### src/rtl/fifo_fwft.sv
// fifo_fwft: synchronous first-word-fall-through FIFO.
// The head word is presented on dout whenever empty is low. Flags and level
// come only from registered state, so they never depend combinationally on
// wr_en or rd_en.
// Optional build macro: FIFO_ERR_FLAGS_EN adds the sticky overflow/underflow
// flags and the err_clear input.
module fifo_fwft #(
    parameter int unsigned FIFO_DATA_WIDTH    = 32,
    parameter int unsigned FIFO_DEPTH         = 16,
    parameter int unsigned ALMOST_FULL_LEVEL  = 12,
    parameter int unsigned ALMOST_EMPTY_LEVEL = 2,
    localparam int unsigned AW                = $clog2(FIFO_DEPTH),
    localparam int unsigned LW                = AW + 1
) (
    input  logic                       clock,
    input  logic                       reset,
    input  logic                       wr_en,
    input  logic [FIFO_DATA_WIDTH-1:0] din,
    output logic                       full,
    output logic                       almost_full,
    input  logic                       rd_en,
    output logic [FIFO_DATA_WIDTH-1:0] dout,
    output logic                       empty,
    output logic                       almost_empty,
    output logic [LW-1:0]              level
`ifdef FIFO_ERR_FLAGS_EN
    ,
    input  logic                       err_clear,
    output logic                       overflow,
    output logic                       underflow
`endif
);

    logic [FIFO_DATA_WIDTH-1:0] mem_q [FIFO_DEPTH];
    logic [AW-1:0]              wr_ptr_q, wr_ptr_d;
    logic [AW-1:0]              rd_ptr_q, rd_ptr_d;
    logic [LW-1:0]              level_q, level_d;
    logic                       wr_accept;
    logic                       rd_accept;

    // Status flags and head-of-queue data from registered state only
    always_comb begin
        full         = (32'(level_q) == FIFO_DEPTH);
        empty        = (level_q == '0);
        almost_full  = (32'(level_q) >= ALMOST_FULL_LEVEL);
        almost_empty = (32'(level_q) <= ALMOST_EMPTY_LEVEL);
        level        = level_q;
        dout         = mem_q[rd_ptr_q];
    end

    // Accept decisions and next pointer/occupancy values
    always_comb begin
        wr_accept = wr_en && !full;
        rd_accept = rd_en && !empty;
        wr_ptr_d  = wr_ptr_q;
        rd_ptr_d  = rd_ptr_q;
        level_d   = level_q;
        if (wr_accept) begin
            wr_ptr_d = wr_ptr_q + AW'(1);
        end
        if (rd_accept) begin
            rd_ptr_d = rd_ptr_q + AW'(1);
        end
        if (wr_accept && !rd_accept) begin
            level_d = level_q + LW'(1);
        end else if (rd_accept && !wr_accept) begin
            level_d = level_q - LW'(1);
        end
    end

    // Pointer and occupancy registers, cleared asynchronously
    always_ff @(posedge clock or negedge reset) begin
        if (!reset) begin
            wr_ptr_q <= '0;
            rd_ptr_q <= '0;
            level_q  <= '0;
        end else begin
            wr_ptr_q <= wr_ptr_d;
            rd_ptr_q <= rd_ptr_d;
            level_q  <= level_d;
        end
    end

    // Storage array; contents survive reset
    always_ff @(posedge clock) begin
        if (wr_accept) begin
            mem_q[wr_ptr_q] <= din;
        end
    end

`ifdef FIFO_ERR_FLAGS_EN
    logic overflow_q, overflow_d;
    logic underflow_q, underflow_d;

    // Sticky error flags; a new error wins over err_clear in the same cycle
    always_comb begin
        overflow_d  = overflow_q;
        underflow_d = underflow_q;
        if (err_clear) begin
            overflow_d  = 1'b0;
            underflow_d = 1'b0;
        end
        if (wr_en && full) begin
            overflow_d = 1'b1;
        end
        if (rd_en && empty) begin
            underflow_d = 1'b1;
        end
    end

    // Error flag registers
    always_ff @(posedge clock or negedge reset) begin
        if (!reset) begin
            overflow_q  <= 1'b0;
            underflow_q <= 1'b0;
        end else begin
            overflow_q  <= overflow_d;
            underflow_q <= underflow_d;
        end
    end

    assign overflow  = overflow_q;
    assign underflow = underflow_q;
`endif

endmodule

### config.mk
export PLATFORM = sky130hd
export DESIGN_NAME = fifo_fwft
export DESIGN_NICKNAME = d
export VERILOG_FILES = /design/src/rtl/fifo_fwft.sv
export SDC_FILE = /design/constraint.sdc
export NUM_CORES = 1
export LEC_CHECK = 0
export CORE_UTILIZATION = 40
export CTS_CLUSTER_DIAMETER = 50
export DETAILED_ROUTE_END_ITERATION = 8
export PLACE_DENSITY = 0.56
export SYNTH_ARGS = -nofsm -noshare
export SYNTH_HDL_FRONTEND = slang
export SYNTH_SLANG_ARGS = --single-unit
### constraint.sdc
create_clock -name clock -period 6.2 [get_ports clock]
set_clock_uncertainty 0.15 [all_clocks]
set_input_delay 1.24 -clock clock [delete_from_list [all_inputs] [get_ports clock]]
set_output_delay 1.24 -clock clock [all_outputs]
set_load 0.005 [all_outputs]
==> results.md <==
* Cell count after synthesis at approximately 1000
* Post-synth cell types at 33
* Core Rows at 82
* Hold Path Sink: level[4]
* Share of layout cells above drive strength 1 at 0.173
* Slowest CP cell: dfrtp_4
* Fill cells at approximately 4200
* Worst setup SP type: register
* Hold buffer count at CTS at 0
* Critical Path Start: rd_ptr_q[1]
* Reg-to-reg endpoint: mem_q[4][19]
* Final hold slack at 0.432 ns
* Post-synthesis sequential area ratio at 0.770
* N_diodes at 0
* Power share of the clock group at 0.299
* Htree depth at 2
* Total gr overflow at 0
* Maximum clock insertion buffer count at 3
* Initial DRT Pass Iterations at 5
* Core ar. at slightly above 50000 sq um
* Synthesized area at 20400 sq um
* Start point of the worst hold path: level[4]
* Post-layout util at 0.476
* WL per Instance at 24.5 um
* # DRC at 0
* Nets at 1166
* WHS Path Cells at 1
* CP cell instances: and2_2, buf_4, a221oi_1, a22oi_1, nand2_1, clkdlybuf4s50_1
* #FFs+latches synth at 525
* Die area at 51900 sq um
* Sw Share at 0.304
* Iteration-0 DRC Markers at around 850
* Starting Density at 0.406
* Worst flop-to-flop path startpoint: level[1]
* CTS Root Cell: clkbuf_16
* Max incr delay on CP at between 0.8 and 0.9 ns
* Fmax at 0.202 GHz
* Final HPWL from detailed placement at 24.4 mm
* Cell Pwr Density at between 400 and 500 nW/um^2
* Via Count at 10094
* Final setup violation count at 0
* Post-DR vias/cell at 5.50
* Postcts setup bufs at 0
* DP Worst Slack at 1.87 ns
* Leak at between 7 and 8 nW
* Vias in the first global route at roughly 10000
* Skew-Pair Late Insertion Delay at 0.60 ns
* Post-DRT Antenna Nets at 0
* Slew Limit Fails at 0
* Final worst path period need at 4.95 ns
* Rel. slew slack at 0.252
* Synth warnings at 0
* Cell class contributing the biggest share of worst-path delay: buffers and inverters
* Worst R2R Setup Slack at 3.02 ns
* First-pass GRT wire length at 67.7 mm
* Total GRT Usage at 0.176
* Final period utilization at 0.799
* CTS tree: yes
* Maximum vdd drop at 233 uV
* CP Class: register to output port
* Flop pwr share at 0.403
* Final worst setup slack at 1.25 ns
* Area added between synthesis and finish at 17.2%
* Crit Path Max Fanout at 36
* Die width at 228 um
* Routed wire length at 44.9 mm
* Die height at 228 um
* Crit path arrival time at between 3 and 4 ns
* Largest net degree at the start of global routing at 76
* Bufs and invs on worst path at 2
* Ports at 77
* Post-Syn Nets at 1057
* Comb pwr share at 0.299
* Max-Cap Viols at 0
* RSZ-0062 raised after global routing: no
* Worst Path Required at between 4 and 5 ns
* CTS resizes at 0
* Mapped Avg Cell Area at 20.2 sq um
* Clk sink count at 525
* Worst hold path type: register to register
* Worst Tran Pin Value at 1.12 ns
* Internal at roughly 7.9 mW
* Worst r2r path cells at 5
* Crit end category: output port
* I/O Buffers at 76
* Status: complete, no violations
* Final Wtd Congestion at 0.732
* CTS clock-pin slew for the worst setup and hold paths at 0.06 ns
* Initial antenna violation count at 2
* Switching Power at 3.45 mW
* Setup TNS at 0 ns
* Final hold vios at 0
* Num CTS Buffers at 56
==> layout make-up <==
class                           instances  area (sq um)  area share
Sequential cell                       525         15700       0.657
Clock inverter                         33           370      0.0155
Tap cell                              672           841      0.0352
Multi-Input combinational cell        424          4420       0.185
Clock buffer                           69          1520      0.0636
Timing Repair Buffer                  107          1030      0.0431
Inverter                                6          22.5    0.000942
==> how the worst max path moves through the flow <==
stage	end	slack (ns)	cells after the start
after global placement	dout[6]	1.89	6
after global routing	dout[6]	1.09	6
after floorplan	mem_q[3][0]	1.58	4
after detailed placement	dout[6]	1.87	6
after CTS	dout[6]	1.22	6
final	dout[6]	1.25	6
==> power by group through the flow <==
stage | logic, mW | clock network, mW | registers (mW)
2_1_floorplan | 2.25 | 0 | 4.46
3_3_place_gp | 3.42 | 0 | 4.62
3_5_place_dp | 3.44 | 0 | 4.64
4_1_cts | 3.45 | 3.45 | 4.57
5_1_grt | 3.67 | 3.59 | 4.60
6_report | 3.38 | 3.38 | 4.56
==> routing by layer <==
metal  GRT usage  vias to the layer above  share of wire
met2       0.276                      310           0.47
li1            -                     4437              -
met1       0.251                     5272           0.45
met3      0.0353                       71          0.057
met4      0.0441                        4          0.020
met5           0                        -        0.00069
==> cell usage after synthesis <==
master    count  share of area
nor2_1       16         0.0029
and3_1        1        0.00031
nand2b_1      2        0.00061
xnor2_1       8         0.0034
xor2_1        2        0.00086
edfxtp_1    512           0.75
nand2_1      41         0.0075
mux4_2       62          0.068
a22oi_1      32          0.012
and2_1        1        0.00031
mux2i_1     129          0.063
a21oi_1       3        0.00074
a31oi_2       1        0.00061
nand4_1       1        0.00031
buf_1         4        0.00074
nor3_1        5         0.0012
or3_1         1        0.00031
buf_2        17         0.0042
mux2_1        1        0.00055
fa_1          1        0.00098
inv_1         6         0.0011
a221oi_1     64          0.027
a21o_1        3         0.0011
buf_6        19          0.010
mux2_2        1        0.00055
ha_1          9         0.0055
nor2b_1       1        0.00031
mux4_1        2         0.0026
dfrtp_1      13          0.016
o31a_1        1        0.00043
nand3_1       1        0.00025
clkbuf_1     16         0.0029
o21ai_0      35         0.0086
==> state kept, by name, indices dropped and copies added (netlist names) <==
| register | cells |
|---|---|
| wr_ptr_q | 4 |
| rd_ptr_q | 4 |
| level | 5 |
| mem_q | 512 |
==> cell families (layout without fill, tap and decap cells) <==
family	Yosys count	after routing	share of synthesized area
muxes	195	195	0.135
and+or+nand+nor	70	70	0.0141
AOI/OAI and AO/OA	139	139	0.0507
adders and majority gates	10	10	0.00650
xor gates and xnor gates	10	10	0.00429
buffers and inverters	62	215	0.0194
DFF	525	525	0.770
==> worst reg2reg max path, stage by stage, from the launching register on <==
cell and delay, ns:
dfrtp_1 0.50, nor2_1 0.12, a31oi_2 0.44, nand2_1 0.33, nor2_4 0.87, buf_4 0.42
==> cell usage in the layout (no fill, tap or decap), types with 2 or more instances in the layout <==
cell type / count
clkinv_1: 10
inv_1: 6
inv_6: 3
nor2_1: 4
clkbuf_16: 57
clkbuf_1: 7
a21o_1: 3
xor2_1: 2
mux4_1: 2
mux2i_1: 129
a21oi_1: 3
clkinvlp_4: 5
nand2b_1: 2
a221oi_1: 64
mux4_2: 62
nand2_1: 41
clkdlybuf4s50_1: 76
buf_12: 3
xnor2_1: 8
clkbuf_8: 5
nor3_2: 4
clkinv_2: 5
o21ai_0: 35
dfrtp_1: 10
ha_1: 9
dfrtp_4: 2
nor2_4: 12
edfxtp_1: 512
bufinv_16: 7
buf_4: 28
clkinv_4: 2
a22oi_1: 32
==> stage by stage <==
step | cells | power (mW) | instance area (sq um)
6_report | 1836 | 11.3 | 23900
3_3_place_gp | 1734 | 8.05 | 22000
3_5_place_dp | 1734 | 8.07 | 22000
2_1_floorplan | 1011 | 6.71 | 20400
5_1_grt | 1836 | 11.9 | 23900
4_1_cts | 1836 | 11.5 | 23900
(Power assumes the default switching activity.)
